--- src/rtl/vic_vect_prio_pkg.sv ---
// rtl/vic_vect_prio_pkg.sv - shared levels, widths and reset values for the vectored priority stage
package vic_vect_prio_pkg;

  localparam int NUM_VECT   = 16;
  localparam int DEF_LEVEL  = 16;
  localparam int NONE_LEVEL = 31;
  localparam int NUM_LEVELS = NUM_VECT + 1;
  localparam int LEVEL_W    = 5;

  localparam logic [31:0]        VECT_ADDR_RST = 32'h0000_0000;
  localparam logic [LEVEL_W-1:0] LEVEL_NONE    = LEVEL_W'(NONE_LEVEL);
  localparam logic [LEVEL_W-1:0] LEVEL_DEF     = LEVEL_W'(DEF_LEVEL);

  typedef logic [LEVEL_W-1:0]    level_t;
  typedef logic [NUM_LEVELS-1:0] lvl_vec_t;

endpackage

--- src/rtl/vic_prio_enc.sv ---
// rtl/vic_prio_enc.sv - combinational lowest-eligible-index encoder over request plus in-service mask
module vic_prio_enc
  import vic_vect_prio_pkg::*;
(
  input  lvl_vec_t i_req,
  input  lvl_vec_t i_mask,
  output level_t   o_level,
  output logic     o_valid
);

  logic w_blocked;

  // A level is eligible only if it requests and no level at or above it is in service
  always_comb begin
    o_level   = LEVEL_NONE;
    o_valid   = 1'b0;
    w_blocked = 1'b0;
    for (int i = 0; i < NUM_LEVELS; i++) begin
      w_blocked = w_blocked | i_mask[i];
      if (!o_valid && i_req[i] && !w_blocked) begin
        o_valid = 1'b1;
        o_level = LEVEL_W'(i);
      end
    end
  end

endmodule

--- src/rtl/vic_vect_prio.sv ---
// rtl/vic_vect_prio.sv - vector priority select, in-service nesting and IRQ output; VIC_NESTING_EN enables nesting
module vic_vect_prio
  import vic_vect_prio_pkg::*;
(
  input  logic         HCLK,
  input  logic         HRESETn,
  input  logic [15:0]  vIRQRequest,
  input  logic         NonVectIRQ,
  input  logic [511:0] VectAddrFlat,
  input  logic [31:0]  DefVectAddr,
  input  logic         VectAddrRead,
  input  logic         VectAddrWrite,
  output logic [31:0]  VectAddr,
  output logic         nVICIRQ,
  output logic [4:0]   CurLevel,
  output logic [16:0]  InService
);

  lvl_vec_t    r_in_service;
  level_t      r_cur_level;
  logic [31:0] r_vect_addr;
  logic        r_nvicirq;

  lvl_vec_t    w_req;
  lvl_vec_t    w_mask;
  level_t      w_level;
  logic        w_valid;
  logic [31:0] w_addr;
  lvl_vec_t    w_in_service_nxt;

  assign w_req = {NonVectIRQ, vIRQRequest};

`ifdef VIC_NESTING_EN
  assign w_mask = r_in_service;
`else
  // Any level in service blocks every level, so the encoder sees a fully set mask
  assign w_mask = {NUM_LEVELS{|r_in_service}};
`endif

  vic_prio_enc u_enc (
    .i_req   (w_req),
    .i_mask  (w_mask),
    .o_level (w_level),
    .o_valid (w_valid)
  );

  // Address of the winning level; the default level has its own register
  always_comb begin
    w_addr = VectAddrFlat[{w_level[3:0], 5'b00000} +: 32];
    if (w_level == LEVEL_DEF) w_addr = DefVectAddr;
  end

  // EOI clear first, then ack set against the level the CPU currently sees
  always_comb begin
    w_in_service_nxt = r_in_service;
    if (VectAddrWrite) begin
`ifdef VIC_NESTING_EN
      w_in_service_nxt = w_in_service_nxt & (w_in_service_nxt - 17'd1);
`else
      w_in_service_nxt = '0;
`endif
    end
    if (VectAddrRead && (r_cur_level != LEVEL_NONE)) begin
      w_in_service_nxt[r_cur_level] = 1'b1;
    end
  end

  // In-service register and registered IRQ outputs
  always_ff @(posedge HCLK or negedge HRESETn) begin
    if (!HRESETn) begin
      r_in_service <= '0;
      r_cur_level  <= LEVEL_NONE;
      r_vect_addr  <= VECT_ADDR_RST;
      r_nvicirq    <= 1'b1;
    end else begin
      r_in_service <= w_in_service_nxt;
      r_cur_level  <= w_valid ? w_level : LEVEL_NONE;
      r_nvicirq    <= ~w_valid;
      if (w_valid) r_vect_addr <= w_addr;
    end
  end

  assign VectAddr  = r_vect_addr;
  assign nVICIRQ   = r_nvicirq;
  assign CurLevel  = r_cur_level;
  assign InService = r_in_service;

endmodule

--- config.mk ---
export PLATFORM = sky130hd
export DESIGN_NAME = vic_vect_prio
export DESIGN_NICKNAME = d
export VERILOG_FILES = /design/src/rtl/vic_vect_prio_pkg.sv /design/src/rtl/vic_prio_enc.sv /design/src/rtl/vic_vect_prio.sv
export SDC_FILE = /design/constraint.sdc
export NUM_CORES = 1
export LEC_CHECK = 0
export CAP_MARGIN = 40
export CORE_AREA = 2 2 240 242
export DETAILED_ROUTE_END_ITERATION = 6
export DIE_AREA = 0 0 242 244
export PLACE_DENSITY = 0.41
export RECOVER_POWER = 25
export SKIP_LAST_GASP = 1
export SYNTH_ARGS = -nofsm -noshare
export SYNTH_HDL_FRONTEND = slang
export SYNTH_HIERARCHICAL = 1
export SYNTH_SLANG_ARGS = --single-unit
--- constraint.sdc ---
create_clock -name HCLK -period 9.5 [get_ports HCLK]
set_input_delay 0.95 -clock HCLK [delete_from_list [all_inputs] [get_ports HCLK]]
set_output_delay 0.95 -clock HCLK [all_outputs]
set_load 0.005 [all_outputs]
==> impl_metrics.ini <==
[worst_hold_path]
worstHoldPathType = flip-flop to flip-flop

[timing]
finalSetupViolations = 0
fmax_mhz = 187.3
setup_tns_ns = 0
report.final.slew_viol_count = 40
rsz0062_at_grt = false
post-route-period-util = 0.5619
layout_setup_ws_ns = 4.162
final.setup_skew_ns = 0.01507
max_slew_margin = -0.7020
fin_crit_ns = 5.338
worst_pin_slew_ns = 2.553
hold_viol_final = 0

[yosys]
synth_edf_count = 0
yosys-top-cells-count = mux2i_1 (160), a22oi_1 (64), mux4_2 (53)
synth_nets = 1242
synth_area_um2 = 7168
synth_largest_area_cell = mux2i_1
syn_inst = 677
synth_cell_types = 54
ys.flop_type = dfrtp_1
syn_avg_cell_area_um2 = 10.59
synth_top_area_frac = 0.2234
yosysWarnings = 6
async_flop_share = 1.000
ys_seq_area_frac = 0.1931
yosysMostFrequentCell = mux2i_1
yosys-top-cells-area = mux2i_1 (22%), dfrtp_1 (17%), mux4_2 (17%)
ys_ff_latch = 55

[routing]
via_per_inst = 4.105
num_vias = 8251
postRouteWirelength_um = 46860
first_pass_iters = 4
route.detailed.wl_per_inst_um = 23.31
ant_nets = 0
drt_iter0_drc = 356
drc_errors = 0

[run_status]
violations = capacitance limit, slew limit
outcome = finished, violations left

[worst_setup_path]
path_class = flip-flop to flip-flop
end_kind = flip-flop
critPathArrivalTime_ns = 5.59
cp.required_ns = 9.75
crit_fanout = 45
critPathLaunchType = flip-flop

[die]
fp.dieArea_um2 = 59050
die_h_um = 244
die_x_um = 242
rows = 87
ioPinCount = 620
core_um2 = 56170
start_util = 0.1276

[cells_and_area]
fillers = 6095
final_nets = 1816
syn2layout_area_growth_pct = 98.53
final_cells = 2010
post-route-util = 0.2534
layout-drive-gt1-share = 0.1222

[clocking]
post_cts_buffers = 0
path_clk_slew_ns = 0.09
clk_latency_ns = 0.34
cts_root_buf = clkbuf_16
htree_levels = 2
cts_hold_buffers = 0
post_cts_resized = 0
clockBufferDepth = 2
cts_tree = built
cts_sinks = 55
cts_buffers = 5

[placed_design]
placed_cells = 2000
hpwlAfterDp_um = 38370
portBuffers = 619
pre_cts_slack_ns = 4.141
place_congestion = 0.9222

[global_route]
grt_overflow_total = 0
grt_use_total = 0.1526
grt_max_degree = 89
grt_pass1_wl_um = 65980
antenna_found_initial = 2
first_global_vias = 9113

[power_and_ir_drop]
p_total_w = 0.006664
p_leak_nw = 5.353
power.density_nw_per_um2 = 468.2
max-vdd-ir-drop_v = 0.0005562

[flow_run]
max_cap_viol_count = 1
state kept, by name (all words and copies together), names as in the netlist:
name	count
VectAddr	32
CurLevel	5
nVICIRQ	1
InService	17
layer usage:
| layer | track usage | part of all wire | vias up |
|---|---|---|---|
| met1 | 0.1801 | 0.41 | 3945 |
| met5 | 0 | 0 | - |
| met4 | 0.04720 | 0.023 | 0 |
| li1 | - | - | 3880 |
| met2 | 0.2739 | 0.51 | 390 |
| met3 | 0.03435 | 0.064 | 36 |
final timing paths:
check                                        from                        to  slack [ns]  depth (start not counted)
hold reg to reg            InService[6]$_DFF_PN0_    InService[6]$_DFF_PN0_        0.55                          2
max in group asynchronous                 HRESETn  VectAddr[15]$_DFFE_PN0P_        5.60                          2
min in group asynchronous                 HRESETn  VectAddr[27]$_DFFE_PN0P_        0.87                          1
hold / removal             InService[6]$_DFF_PN0_    InService[6]$_DFF_PN0_        0.55                          2
setup / recovery           InService[6]$_DFF_PN0_  VectAddr[16]$_DFFE_PN0P_        4.16                         16
setup reg to reg           InService[6]$_DFF_PN0_  VectAddr[16]$_DFFE_PN0P_        4.16                         16
per-stage QoR:
stage | hold WS (ns) | cell area (µm²)
4_1_cts | 0.4943 | 14250
2_1_floorplan | 0.5006 | 7168
5_1_grt | 0.5749 | 14230
3_3_place_gp | 0.5305 | 13970
3_5_place_dp | 0.5412 | 14100
6_report | 0.5512 | 14230
power breakdown:
| group | total, W | switching [W] | internal [W] |
|---|---|---|---|
| Sequential | 0.000460 | 0.0000764 | 0.000383 |
| Combinational | 0.00598 | 0.00328 | 0.00270 |
| Clock | 0.000226 | 0.000123 | 0.000103 |
| Total | 0.00666 | 0.00348 | 0.00318 |
cells by family after synthesis:
group	Yosys count	synth area share
buffers and inverters	94	0.08378
flip-flops	55	0.1931
multiplexers	224	0.4303
AO/OA/AOI/OAI	165	0.1775
AND/OR/NAND/NOR	139	0.1154
placed cells by master (no fill, tap or decap), types with 5 or more instances in the layout:
cell type,n
clkdlybuf4s50_1,618
mux2i_1,160
a22oi_1,64
mux4_2,53
dfrtp_1,49
nand3_1,40
or2_2,34
a31oi_1,33
o22ai_1,32
inv_1,25
o22ai_2,15
nor2_1,13
mux4_1,11
buf_4,11
nand2b_1,7
nand2_1,7
nor4_1,7
dfstp_2,6
nor2b_1,6
clkbuf_16,5
layout make-up:
cell class,instances,area [µm²],share of cell area
diodes,2,5.005,0.0003517
clock buffers,5,125.1,0.008792
clock inverters,3,31.28,0.002198
inverters,25,93.84,0.006594
multi-input cells,528,5248,0.3687
flip-flops and latches,55,1384,0.09724
well taps,756,945.9,0.06647
repair buffers,636,6399,0.4496
worst max-delay path, stage by stage, from the launching register on:
cell	delay, ns
dfrtp_1	0.40
nor4_1	0.34
nand2_1	0.10
nor4_1	0.29
nand4_1	0.20
buf_4	0.30
nor3b_1	0.29
nor3_2	0.12
a21oi_4	0.34
nor4_1	0.14
nor4_2	0.43
buf_4	0.63
buf_4	0.64
mux4_2	0.35
mux2i_1	0.09
or2_2	0.30
a31oi_1	0.17
(Power assumes the default switching activity.)
